$ cat config.mk
export PLATFORM = sky130hd
export DESIGN_NAME = dcache_dispatch
export DESIGN_NICKNAME = d
export VERILOG_FILES = /design/src/rtl/dcache_pkg.sv /design/src/rtl/dcache_dispatch_timer.sv /design/src/rtl/dcache_dispatch.sv
export SDC_FILE = /design/constraint.sdc
export NUM_CORES = 1
export LEC_CHECK = 0
export CORE_ASPECT_RATIO = 1.25
export CORE_MARGIN = 2
export CORE_UTILIZATION = 66
export DETAILED_ROUTE_END_ITERATION = 8
export DONT_BUFFER_PORTS = 1
export PLACE_DENSITY = 0.82
export SLEW_MARGIN = 20
export SYNTH_ARGS = -nofsm -noshare
export SYNTH_HDL_FRONTEND = slang
export SYNTH_SLANG_ARGS = --single-unit
$ cat constraint.sdc
create_clock -name clk -period 3.3 [get_ports clk]
set_clock_uncertainty 0.2 [all_clocks]
set_input_delay 0.66 -clock clk [delete_from_list [all_inputs] [get_ports clk]]
set_output_delay 0.66 -clock clk [all_outputs]
set_load 0.01 [all_outputs]
$ cat src/rtl/dcache_pkg.sv
// Shared definitions for the data-cache dispatch path: the FSM state
// encoding and the default widths that must agree with dcache_queue.
package dcache_pkg;

  localparam int DCACHE_DATABITS     = 32;
  localparam int DCACHE_ADDRBITS     = 32;
  localparam int DCACHE_TIMEOUT_BITS = 8;

  typedef enum logic [1:0] {
    IDLE     = 2'd0,
    ISSUE_WR = 2'd1,
    ISSUE_RD = 2'd2
  } disp_state_t;

endpackage

$ cat src/rtl/dcache_dispatch_timer.sv
// Saturating per-transaction timeout counter. The count is the ordinal of
// the ISSUE cycle currently in progress: clr marks the next cycle as cycle 1,
// and tc is high on the cycle whose ordinal equals the all-ones terminal value.
module dcache_dispatch_timer #(
  parameter int TIMEOUT_BITS = 8
) (
  input  logic clk,
  input  logic reset_n,
  input  logic clr,
  input  logic en,
  output logic tc
);

  localparam logic [TIMEOUT_BITS-1:0] TERMINAL = '1;

  logic [TIMEOUT_BITS-1:0] count;

  // Restart on entry to an ISSUE state, otherwise count up and hold at terminal.
  always_ff @(posedge clk or negedge reset_n) begin
    if (!reset_n) begin
      count <= '0;
    end else if (clr) begin
      count <= TIMEOUT_BITS'(1);
    end else if (en && (count != TERMINAL)) begin
      count <= count + TIMEOUT_BITS'(1);
    end
  end

  assign tc = (count == TERMINAL);

endmodule

$ cat src/rtl/dcache_dispatch.sv
// Drains dcache_queue one entry at a time and drives it onto the memory
// request port with a level-held req / mem_valid completion handshake.
// A write with rdreq also set is followed by a read-back of the same address.
module dcache_dispatch
  import dcache_pkg::*;
#(
  parameter int DATABITS     = DCACHE_DATABITS,
  parameter int ADDRBITS     = DCACHE_ADDRBITS,
  parameter int TIMEOUT_BITS = DCACHE_TIMEOUT_BITS
) (
  input  logic                clk,
  input  logic                reset_n,
  input  logic [DATABITS-1:0] queue_out_data,
  input  logic [ADDRBITS-1:0] queue_out_addr,
  input  logic                queue_out_rdreq,
  input  logic                queue_out_wrreq,
  input  logic                queue_not_empty,
  output logic                queue_pop,
  output logic [ADDRBITS-1:0] mem_addr,
  output logic [DATABITS-1:0] mem_wrdata,
  output logic                mem_rdreq,
  output logic                mem_wrreq,
  input  logic                mem_valid,
  input  logic [DATABITS-1:0] mem_rddata,
  output logic [DATABITS-1:0] rsp_data,
  output logic [ADDRBITS-1:0] rsp_addr,
  output logic                rsp_valid,
  output logic                rsp_timeout,
  output logic                busy
);

  disp_state_t state;
  logic        lat_rd;
  logic        accept;
  logic        timer_clr;
  logic        timer_en;
  logic        timer_tc;

  // The head is only taken when the previous cycle did not pop, so the queue
  // has had an edge to present its new head.
  assign accept    = (state == IDLE) && queue_not_empty && !queue_pop;
  assign timer_clr = (accept && (queue_out_wrreq || queue_out_rdreq)) ||
                     ((state == ISSUE_WR) && mem_valid && lat_rd);
  assign timer_en  = (state != IDLE);

  dcache_dispatch_timer #(
    .TIMEOUT_BITS(TIMEOUT_BITS)
  ) u_timer (
    .clk    (clk),
    .reset_n(reset_n),
    .clr    (timer_clr),
    .en     (timer_en),
    .tc     (timer_tc)
  );

  // Control FSM with all outputs registered; completion beats timeout.
  always_ff @(posedge clk or negedge reset_n) begin
    if (!reset_n) begin
      state       <= IDLE;
      lat_rd      <= 1'b0;
      queue_pop   <= 1'b0;
      mem_addr    <= '0;
      mem_wrdata  <= '0;
      mem_rdreq   <= 1'b0;
      mem_wrreq   <= 1'b0;
      rsp_data    <= '0;
      rsp_addr    <= '0;
      rsp_valid   <= 1'b0;
      rsp_timeout <= 1'b0;
      busy        <= 1'b0;
    end else begin
      queue_pop   <= 1'b0;
      rsp_valid   <= 1'b0;
      rsp_timeout <= 1'b0;
      case (state)
        IDLE: begin
          if (accept) begin
            queue_pop  <= 1'b1;
            mem_addr   <= queue_out_addr;
            mem_wrdata <= queue_out_data;
            lat_rd     <= queue_out_rdreq;
            if (queue_out_wrreq) begin
              state     <= ISSUE_WR;
              mem_wrreq <= 1'b1;
              busy      <= 1'b1;
            end else if (queue_out_rdreq) begin
              state     <= ISSUE_RD;
              mem_rdreq <= 1'b1;
              busy      <= 1'b1;
            end
          end
        end
        ISSUE_WR: begin
          if (mem_valid) begin
            mem_wrreq <= 1'b0;
            if (lat_rd) begin
              state     <= ISSUE_RD;
              mem_rdreq <= 1'b1;
            end else begin
              state <= IDLE;
              busy  <= 1'b0;
            end
          end else if (timer_tc) begin
            mem_wrreq   <= 1'b0;
            rsp_timeout <= 1'b1;
            state       <= IDLE;
            busy        <= 1'b0;
          end
        end
        ISSUE_RD: begin
          if (mem_valid) begin
            rsp_data  <= mem_rddata;
            rsp_addr  <= mem_addr;
            rsp_valid <= 1'b1;
            mem_rdreq <= 1'b0;
            state     <= IDLE;
            busy      <= 1'b0;
          end else if (timer_tc) begin
            mem_rdreq   <= 1'b0;
            rsp_timeout <= 1'b1;
            state       <= IDLE;
            busy        <= 1'b0;
          end
        end
        default: begin
          state     <= IDLE;
          mem_rdreq <= 1'b0;
          mem_wrreq <= 1'b0;
          busy      <= 1'b0;
        end
      endcase
    end
  end

endmodule

# --- Word level (Yosys, flattened, before mapping) ---
# Index checks and enable logic that the tools add are counted.
# Widths: inputs -> output; s select.
classes:
  add_sub_neg: 1
  mul: 0
  div: 0
  magnitude_cmp: 0
  eq_ne: 14
  n_shift: 0
  n_mux: 35
  n_bitwise: 1
  reduce_logical: 19
ops:
  columns: ["op", "n"]
  rows:
  - ["$mux 1", 22]
  - ["$mux 8", 2]
  - ["$mux 2", 7]
  - ["$ne 2x2->1 const B", 6]
  - ["$ne 3x3->1 const B", 4]
  - ["$pmux 1 s3", 3]
  - ["$add 8x1->8 const B", 1]
  - ["$eq 8x8->1 const B", 1]
  - ["$ne 8x8->1 const B", 1]
  - ["$logic_and 1x1->1", 6]
  - ["$pmux 2 s3", 1]
  - ["$reduce_and 2->1", 3]
  - ["$reduce_and 6->1", 1]
  - ["$reduce_and 4->1", 1]
  - ["$reduce_bool 2->1", 2]
  - ["$reduce_and 3->1", 1]
  - ["$eq 2x1->1 const B", 1]
  - ["$eq 2x2->1 const B", 1]
  - ["$logic_not 2->1", 1]
  - ["$logic_or 1x1->1", 2]
  - ["$reduce_or 2->1", 1]
  - ["$logic_not 1->1", 1]
  - ["$not 1->1", 1]
totals:
  regBits: 145
  latch_bits: 0
  ram_bits: 0
  romBits: 0
  in_bits: 102
  out_inout_bits: 134
  elab_cells: 83
  n_memories: 0

# --- Logic depth before layout (Yosys ltp) ---
# Gate-level depths: netlist of run 1.
logic_depth:
  ltp_word: 6
  depth_mapped: 9

# --- Modules after synthesis ---
# From an unflattened synthesis of run 1, not the netlist that was laid out.
unflattened:
  hier_cells: 504
  area_unflattened_um2: 5729.2
by_module_without_submodules:
  columns: ["module", "instances", "cells_per_inst", "area_per_inst_um2", "seq_area_each_um2"]
  rows:
  - ["dcache_dispatch", 1, 457, 5260.0, 3428.3]
  - ["dcache_dispatch_timer", 1, 47, 469.2, 200.2]

# --- Worst setup path before layout of run 1 ---
# Ideal clock, no wire load.
synth_timing:
  kind: "register -> register"
  startpoint: "register state[0]"
  endpoint: "register u_timer.count[0]"
  arrival_time_ns: 1.495
  t_required_ns: 2.968
  slack_ns: 1.473
  stages_incl_launch_ff: 7
  cell_sequence: "dfrtp_1 > inv_1 > ha_1 > clkbuf_2 > nand3b_1 > o21ai_1 > or3b_1"
synth_via:
  elab_chain_cells: 6
  elab_cells_between_ends: 12
  cone_classes: "eq/ne: 1; mux: 1; reduce/logical: 10"
synth_lines:
  columns: ["element", "line_no", "text"]
  rows:
  - ["from (decl)", "dcache_dispatch.sv:32", "disp_state_t state;"]
  - ["from (signal assigned)", "dcache_dispatch.sv:59", "state <= IDLE;"]
  - ["from (signal assigned)", "dcache_dispatch.sv:83", "state <= ISSUE_WR;"]
  - ["from (signal assigned)", "dcache_dispatch.sv:87", "state <= ISSUE_RD;"]
  - ["$logic_not 2->1", "dcache_dispatch.sv:41", "assign accept = (state == IDLE) && queue_not_empty && !queue_pop;"]
  - ["$logic_and 1x1->1 (2 in series)", "dcache_dispatch.sv:41", null]
  - ["$logic_and 1x1->1", "dcache_dispatch.sv:42", "assign timer_clr = (accept && (queue_out_wrreq || queue_out_rdreq)) ||"]
  - ["$logic_or 1x1->1", "dcache_dispatch.sv:42", null]
  - ["$mux 8 or $reduce_bool 2->1 (tied branches)", null, null]
  - ["to (signal assigned)", "dcache_dispatch_timer.sv:25", "count <= count + TIMEOUT_BITS'(1);"]
  - ["to (decl)", "dcache_dispatch_timer.sv:16", "logic [TIMEOUT_BITS-1:0] count;"]
# Parallel ways exist; a longest one is shown, timed or not.
# A chain may end at the register's enable or synchronous reset.

# --- Worst setup path in the final report of run 1 ---
layout_timing:
  startpoint: "register state[1]"
  endpoint: "register u_timer.count[0]"
# Same word-level chain as after synthesis.

==> flow_metrics.py, run 1 <==
metrics = {
    "sta": {
        "hold_slack_ns": -0.360,
        "rsz0062_at_grt": "false",
        "drv_slew": 0,
        "finalSetupViolations": 0,
        "finalSetupTns_ns": 0,
        "fmax_mhz": 367,
        "period_needed_ns": 2.72,
        "fin_crit_sh_pct": 82.5,
        "worst_pin_slew_ns": 0.700,
        "slew_headroom_pct": 53.4,
        "hold_viol_final": 145,
    },
    "cells_and_area": {
        "fin_cells": 613,
        "syn2layout_area_growth_pct": 11.9,
        "num-nets-final": 610,
        "layout-drive-gt1-share_pct": 21.3,
        "num_antenna_cells": 0,
    },
    "power": {
        "p_leak_nw": 3.16,
        "max-vdd-ir-drop_mv": 0.558,
        "p_per_area_nw_per_um2": 1110,
        "power_w": 0.00707,
    },
    "placed_design": {
        "dp_hpwl_um": 8590,
        "gp_congestion": 0.828,
        "dpl.cell_count": 581,
        "io_buffer_count": 0,
    },
    "clock_tree": {
        "clk_pin_slew_ns": 0.06,
        "cts_resized": 0,
        "clk_path_buf_depth": 2,
        "clock-sinks": 145,
        "cts_tree": "built",
        "cts_buffers": 17,
        "worstSkewPairLatency_ns": 0.51,
        "cts_setup_buffers": 0,
        "cts_max_level": 4,
        "cts_root_buffer": "clkbuf_8",
    },
    "route": {
        "drt_wl_total_um": 12400,
        "first_iter_violations": 233,
        "wl_per_cell_um": 20.2,
        "first_pass_iters": 4,
        "via_per_inst": 5.94,
        "drc_errors": 0,
        "vias": 3643,
        "ant_nets": 0,
    },
    "floorplanning": {
        "initial_core_util_pct": 68.7,
        "die-area_sq_um": 9390,
        "num_rows": 37,
        "ios": 236,
        "die_y_um": 108,
        "coreArea_sq_um": 8290,
        "die_x_um": 87.1,
    },
    "setup_path": {
        "crit_chain": "inv_1, ha_1, nand3b_1, buf_4, o21ai_1, or3b_1",
        "cp-end-kind": "flop",
        "max_stage_delay_ns": 0.56,
        "criticalPathCategory": "reg -> reg",
        "cp_top_family": "buffers and inverters",
        "worst_ep_required_time_ns": 3.48,
        "worstSetupStartpointType": "flop",
        "cp_slowest_cell": "buf_4",
        "path_buf_inv": 2,
        "cp_max_fo": 67,
        "cp.arrival_ns": 2.91,
    },
    "outcome": {
        "status": "finished with violations",
        "violations": "negative hold slack",
    },
    "logic_synthesis": {
        "syn_inst": 502,
        "yosysSeqAreaShare_pct": 63.8,
        "ys_ff_latch": 145,
        "syn_area_sq_um": 5690,
        "syn_area_per_cell_sq_um": 11.3,
        "synth.net_count": 609,
        "synth.distinct_cells": 40,
        "yosys_warnings": 0,
    },
    "hold_path": {
        "hold_class": "in -> async",
    },
    "job": {
        "maxCapViolCount": 0,
    },
    "grt": {
        "antenna_found_initial": 0,
        "grt_pass1_vias": 3769,
        "overflow": 0,
        "grt_start_max_net_pins": 146,
        "grt_usage_pct": 27.1,
        "grt_pass1_wl_um": 19000,
    },
}
placed cells by master (no fill, tap or decap), drive strengths merged, types with 5 or more instances in the layout:
master,synthesis,layout
clkbuf,6,20
mux2,66,66
nand2,200,200
dfrtp,145,145
inv,7,9
nor2,10,10
a21oi,5,5
o21ai,7,7
ha,5,5
stage by stage:
step	instance area, sq um	worst slack (ns)	util [%]	hold slack [ns]
floorplan	5690	1.47	-	0.164
global placement	5770	0.733	69.6	0.168
detailed placement	5770	0.595	69.6	0.168
CTS	6370	0.569	76.8	-0.382
global route	6370	0.393	76.8	-0.389
finish	6370	0.576	76.8	-0.360
cell families after synthesis:
logic type      share of synthesized area, %
fa+ha+maj                               1.10
xor+xnor                               0.616
compound gates                          2.62
buf+inv                                 2.29
mux                                     13.2
simple gates                            16.4
flops                                   63.8
path summary, 6_finish.rpt:
check | start | end | slack, ns | cells after the start
min reg2reg | mem_wrdata[20] | mem_wrdata[20] | 0.35 | 2
max reg2reg | state[1] | u_timer.count[0] | 0.58 | 6
min | reset_n | rsp_data[24] | -0.36 | 0
max | state[1] | u_timer.count[0] | 0.58 | 6
min in group clk | queue_out_data[27] | mem_wrdata[27] | 0.05 | 2
max in group asynchronous | reset_n | busy | 3.04 | 0
layout make-up:
type | count | area [sq um]
flip-flops and latches | 145 | 3630
multi-input cells | 328 | 1930
fillers | 503 | 1920
clock buffers | 20 | 445
clock inverters | 12 | 156
well taps | 97 | 121
repair buffers | 4 | 55.1
inverters | 7 | 26.3
registers in the layout, summed over array words and instances, names as in the netlist:
| name | cells |
|---|---|
| rsp_addr | 32 |
| rsp_data | 32 |
| mem_rdreq | 1 |
| rsp_valid | 1 |
| queue_pop | 1 |
| mem_wrreq | 1 |
| busy | 1 |
| rsp_timeout | 1 |
| mem_wrdata | 32 |
| u_timer.count | 8 |
| state | 2 |
| lat_rd | 1 |
| mem_addr | 32 |
report_power, final:
part / internal (W) / leakage [nW] / switching [W]
Clock: 0.00119 / 0.284 / 0.000710
Sequential: 0.00260 / 1.80 / 0.00107
Combinational: 0.000718 / 1.08 / 0.000776
Total: 0.00452 / 3.16 / 0.00255
per-layer routing:
| layer | up-vias | global-route usage, % | routed length, um | part of all wire (%) |
|---|---|---|---|---|
| met2 | 196 | 47.8 | 6870 | 55 |
| met1 | 1783 | 28.3 | 4220 | 34 |
| met3 | 21 | 10.8 | 1060 | 8.6 |
| li1 | 1643 | - | - | - |
| met4 | 0 | 11.2 | 240 | 1.9 |
| met5 | - | 0 | 0 | 0 |
cell usage after synthesis, drive strengths merged:
library cell / count / area share (%)
nand2: 200 / 13
dfrtp: 145 / 64
mux2: 66 / 13
buf: 16 / 1.4
nor2: 10 / 0.66
inv: 7 / 0.46
o21ai: 7 / 0.68
clkbuf: 6 / 0.42
a21oi: 5 / 0.51
ha: 5 / 1.1
nand3: 3 / 0.26
nor2b: 3 / 0.33
xor2: 3 / 0.46
a31oi: 2 / 0.22
nand2b: 2 / 0.22
nand3b: 2 / 0.26
o31ai: 2 / 0.26
or4: 2 / 0.33
a211o: 1 / 0.18
a22o: 1 / 0.15
a32o: 1 / 0.18
and2: 1 / 0.13
and3: 1 / 0.11
and4: 1 / 0.20
mux2i: 1 / 0.18
nand4: 1 / 0.11
nand4b: 1 / 0.15
nor3: 1 / 0.088
nor3b: 1 / 0.13
o211ai: 1 / 0.13
o311ai: 1 / 0.15
o41ai: 1 / 0.15
or3b: 1 / 0.15
xnor2: 1 / 0.15
Note: power is estimated with default switching activity, not from simulation.
==> run 2: changes to the inputs <==
CORE_UTILIZATION = 56   (was 66)
PLACE_DENSITY = 0.74   (was 0.82)
clock period = 2.2 ns   (was 3.3 ns; I/O delays follow)
==> flow_metrics.py, run 2 (same netlist as run 1, synthesis figures left out) <==
metrics = {
    "outcome": {
        "status": "finished with violations",
        "violations": "negative hold slack",
    },
    "clock_tree": {
        "cts_buffers": 17,
        "cts_tree": "built",
        "cts_root_buffer": "clkbuf_16",
        "clk_pin_slew_ns": 0.06,
        "cts_hold_buf": 98,
        "clk_path_buf_depth": 2,
        "worstSkewPairLatency_ns": 0.42,
        "clock-sinks": 145,
        "cts_max_level": 4,
    },
    "grt": {
        "grt_start_max_net_pins": 146,
        "grt_most_used_layer": "met2",
        "overflow": 0,
        "grt_pass1_wl_um": 21400,
        "grt_usage_pct": 26.2,
        "globalRouteMet1Util_pct": 27.4,
        "antenna_found_initial": 0,
        "grt_pass1_vias": 4232,
        "gr-usage-met3_pct": 7.61,
        "use_met2_pct": 48.3,
    },
    "hold_path": {
        "hold_class": "in -> async",
    },
    "setup_path": {
        "max_stage_delay_ns": 0.40,
        "r2r_cells": 5,
        "worstSetupStartpointType": "flop",
        "cp.arrival_ns": 2.19,
        "rrSetupSlack_ns": 0.10,
        "timing.rr.end": "rsp_data[28]",
        "cp_max_fo": 45,
        "crit_chain": "inv_1, ha_1, nand2_2, buf_12, mux2_2",
        "worst_ep_required_time_ns": 2.30,
        "criticalPathCategory": "reg -> reg",
        "cp-end-kind": "flop",
        "reg2reg_from": "state[0]",
        "cp_slowest_cell": "dfrtp_1",
    },
    "sta": {
        "finalSetupTns_ns": 0,
        "period_needed_ns": 2.10,
        "slew_headroom_pct": 57.2,
        "fin_crit_sh_pct": 95.4,
        "fmax_mhz": 477,
        "hold_viol_final": 145,
        "drv_slew": 0,
        "finalSetupViolations": 0,
        "hold_slack_ns": -0.485,
        "worst_pin_slew_ns": 0.637,
        "rsz0062_at_grt": "false",
    },
    "cells_and_area": {
        "n_fill_cell": 646,
        "num_antenna_cells": 0,
        "final_cell_area_sq_um": 7470,
        "final_cell_mix": "198 x nand2_1, 145 x dfrtp_1, 98 x dlygate4sd3_1, 66 x mux2_2, 17 x clkbuf_16",
        "syn2layout_area_growth_pct": 31.4,
        "layout-drive-gt1-share_pct": 18.3,
        "num-nets-final": 712,
        "layout_commonest_cell": "nand2_1",
        "utilization_pct": 74.7,
        "fin_cells": 747,
    },
    "floorplanning": {
        "die_x_um": 94.2,
        "num_rows": 41,
        "coreArea_sq_um": 10000,
        "initial_core_util_pct": 56.9,
        "die-area_sq_um": 11000,
        "ios": 236,
        "die_y_um": 117,
    },
    "placed_design": {
        "io_buffer_count": 0,
        "dp_hpwl_um": 8530,
        "dpl_cell_area_sq_um": 5840,
        "dpl.cell_count": 617,
        "gp_congestion": 0.851,
    },
    "route": {
        "ant_nets": 0,
        "first_pass_iters": 7,
        "wl_per_cell_um": 19.3,
        "drt_wl_total_um": 14400,
        "drc_errors": 0,
        "via_per_inst": 5.46,
        "vias": 4077,
        "first_iter_violations": 283,
    },
    "power": {
        "p_per_area_nw_per_um2": 1500,
        "max-vdd-ir-drop_mv": 0.871,
        "p_leak_nw": 3.62,
    },
    "job": {
        "maxCapViolCount": 0,
    },
}
==> run 2: changes by cell type in the layout (fill, tap and decap cells not counted), sizes merged <==
cell	delta
dlygate4sd3	+98
inv	-2
clkbuf	+2
bufinv	+2
buf	+4
clkinvlp	-2
==> run 2: layout make-up <==
type | count | area [sq um] | area share (%)
timing repair buffer | 106 | 1070 | 14.3
tap | 129 | 161 | 2.16
clock inverter | 10 | 180 | 2.41
multi-input combinational | 328 | 1930 | 25.9
inverter | 7 | 26.3 | 0.352
clock buffer | 22 | 474 | 6.34
sequential | 145 | 3630 | 48.5
==> run 2: through the flow <==
step                setup WS (ns)  power [W]
floorplan                   0.373    0.00700
global route               0.0313     0.0118
finish                      0.102     0.0112
detailed placement          0.139    0.00780
CTS                         0.132     0.0111
global placement            0.263    0.00759
==> run 2: what timing repair did <==
item,CTS,global route
setup endpoints to repair,0,43
hold endpoints to repair,244,145
buffers inserted,0,0
resized for setup,0,1
==> run 2: where the power goes <==
part	internal [W]	switching (W)	leakage [nW]
combinational	0.00123	0.00127	1.51
sequential	0.00391	0.00161	1.80
clock	0.00210	0.00106	0.316
total	0.00724	0.00394	3.62
==> run 2: how the worst max path moves through the flow <==
| stage | start | slack, ns | cells after the start | endpoint |
|---|---|---|---|---|
| 2_1_floorplan | state[0] | 0.37 | 6 | u_timer.count[0] |
| 3_3_place_gp | state[0] | 0.26 | 8 | mem_wrdata[21] |
| 3_5_place_dp | state[0] | 0.14 | 8 | mem_wrdata[2] |
| 4_1_cts | state[0] | 0.13 | 8 | mem_wrdata[2] |
| 5_1_grt | state[0] | 0.03 | 8 | mem_wrdata[7] |
| 6_report | state[0] | 0.10 | 5 | rsp_data[28] |
==> run 2: metal layers <==
| metal | vias up | share of wire (%) |
|---|---|---|
| li1 | 1836 | - |
| met1 | 2012 | 35 |
| met2 | 196 | 56 |
| met3 | 33 | 6.7 |
| met4 | 0 | 2.8 |
| met5 | - | 0 |
==> run 2: critical path, delay by kind of cell (launching register included) <==
| family | cells | cell delay, ns |
|---|---|---|
| DFF | 1 | 0.40 |
| muxes | 1 | 0.39 |
| buffers and inverters | 2 | 0.37 |
| adders and majority gates | 1 | 0.30 |
| and+or+nand+nor | 1 | 0.26 |
==> run 3: changes to the inputs <==
clock period = 1.8 ns   (was 2.2 ns; I/O delays follow)
==> flow_metrics.py, run 3 (same netlist as run 1, synthesis figures left out) <==
metrics = {
    "setup_path": {
        "criticalPathCategory": "reg -> reg",
        "cp_max_fo": 8,
        "cp_slowest_cell": "dfrtp_1",
        "timing.rr.end": "u_timer.count[0]",
        "worstSetupStartpointType": "flop",
        "crit_chain": "inv_2, ha_4, nand3b_1, buf_4, o21ai_4, or3b_1",
        "setup.worst_path.start": "state[1]",
        "r2r_cells": 6,
        "worst_ep_required_time_ns": 1.88,
        "cp-end-kind": "flop",
        "cp.arrival_ns": 1.86,
        "max_stage_delay_ns": 0.40,
        "rrSetupSlack_ns": 0.03,
        "reg2reg_from": "state[1]",
    },
    "route": {
        "via_per_inst": 5.47,
        "first_pass_iters": 5,
        "vias": 4204,
        "first_iter_violations": 220,
        "ant_nets": 0,
        "drc_errors": 0,
        "wl_per_cell_um": 20.3,
        "drt_wl_total_um": 15600,
    },
    "placed_design": {
        "dpl_cell_area_sq_um": 5980,
        "dp_hpwl_um": 8730,
        "place_ws_ns": -0.0382,
        "gp_congestion": 0.855,
        "io_buffer_count": 0,
        "dpl.cell_count": 631,
    },
    "power": {
        "max-vdd-ir-drop_mv": 1.05,
        "p_per_area_nw_per_um2": 1820,
        "p_leak_nw": 3.74,
    },
    "cells_and_area": {
        "layout-drive-gt1-share_pct": 22.7,
        "final_cell_area_sq_um": 7730,
        "layout_commonest_cell": "nand2_1",
        "n_fill_cell": 572,
        "num-nets-final": 733,
        "syn2layout_area_growth_pct": 35.9,
        "final_cell_mix": "197 x nand2_1, 145 x dfrtp_1, 99 x dlygate4sd3_1, 66 x mux2_2, 20 x buf_4",
        "num_antenna_cells": 0,
        "fin_cells": 768,
    },
    "sta": {
        "worst_pin_slew_ns": 0.446,
        "drv_slew": 0,
        "period_needed_ns": 1.77,
        "finalSetupViolations": 0,
        "rsz0062_at_grt": "true",
        "fin_ws_ns": 0.0279,
        "fin_crit_sh_pct": 98.5,
        "slew_headroom_pct": 69.9,
        "hold_slack_ns": -0.556,
        "hold_viol_final": 145,
        "fmax_mhz": 564,
    },
    "grt": {
        "gr-usage-met3_pct": 9.94,
        "grt_pass1_wl_um": 23000,
        "grt_start_max_net_pins": 146,
        "overflow": 0,
        "grt_most_used_layer": "met2",
        "use_met2_pct": 52.8,
        "grt_usage_pct": 27.9,
        "grt_pass1_vias": 4622,
        "globalRouteMet1Util_pct": 27.7,
        "antenna_found_initial": 0,
    },
    "clock_tree": {
        "clock-sinks": 145,
        "cts_tree": "built",
        "cts_buffers": 17,
        "clk_pin_slew_ns": 0.06,
        "cts_max_level": 4,
        "cts_root_buffer": "clkbuf_16",
        "worstSkewPairLatency_ns": 0.41,
        "cts_hold_buf": 99,
        "clk_path_buf_depth": 2,
    },
    "floorplanning": {
        "ios": 236,
        "num_rows": 41,
        "die_x_um": 94.2,
        "coreArea_sq_um": 10000,
        "initial_core_util_pct": 56.9,
        "die_y_um": 117,
        "die-area_sq_um": 11000,
    },
    "hold_path": {
        "hold_class": "in -> async",
    },
    "outcome": {
        "violations": "negative hold slack",
        "status": "finished with violations",
    },
    "job": {
        "maxCapViolCount": 0,
    },
}
-- run 3: changes by cell type in the layout (fill, tap and decap cells not counted), sizes merged --
cell / delta
clkinvlp: +1
bufinv: -2
buf: +19
clkbuf: -2
clkinv: -1
inv: +5
dlygate4sd3: +1
-- run 3: per-stage QoR --
step / utilization [%] / setup TNS [ns] / power [W]
6_report: 77.3 / 0 / 0.0141
5_1_grt: 77.3 / -0.103 / 0.0148
3_5_place_dp: 59.8 / -0.882 / 0.00977
3_3_place_gp: 59.8 / 0 / 0.00953
2_1_floorplan: - / -0.667 / 0.00858
4_1_cts: 76.6 / 0 / 0.0138
-- run 3: what timing repair did --
item                                    4_1_cts  5_1_grt
cloned                                        1        1
endpoints found under the hold margin       245      145
buffers inserted                              4        1
pin swaps                                     2        1
endpoints found under the setup margin       48       78
resized for setup                             2       14
-- run 3: final cells by class --
class	instances	area (sq um)	share of cell area [%]
flip-flops and latches	145	3630	46.9
well taps	129	161	2.09
repair buffers	127	1310	16.9
clock inverters	13	173	2.23
inverters	7	28.8	0.372
multi-input cells	328	1990	25.7
clock buffers	19	453	5.86
-- run 3: worst max path at each step --
stage                                   to  depth (start not counted)
after CTS                      mem_addr[3]                          8
after global routing             mem_wrreq                          7
after detailed placement    mem_wrdata[14]                          8
after global placement      mem_wrdata[17]                          8
after floorplan           u_timer.count[5]                          7
final                     u_timer.count[0]                          6
-- run 3: power by group --
group	internal (W)	total (W)	switching (W)
logic	0.00188	0.00362	0.00175
registers	0.00477	0.00674	0.00197
clock network	0.00228	0.00370	0.00142
-- run 3: critical path: cells and delay by family (launching register included) --
kind            cells  cell delay (ns)
buf+inv             2             0.23
flops               1             0.40
compound gates      1             0.10
simple gates        2             0.54
fa+ha+maj           1             0.17
-- run 3: routing by layer --
layer  wire length, um  share of wire [%]
met3              1180                7.6
met1              5310                 34
met5                 0                  0
met2              8720                 56
met4               341                2.2
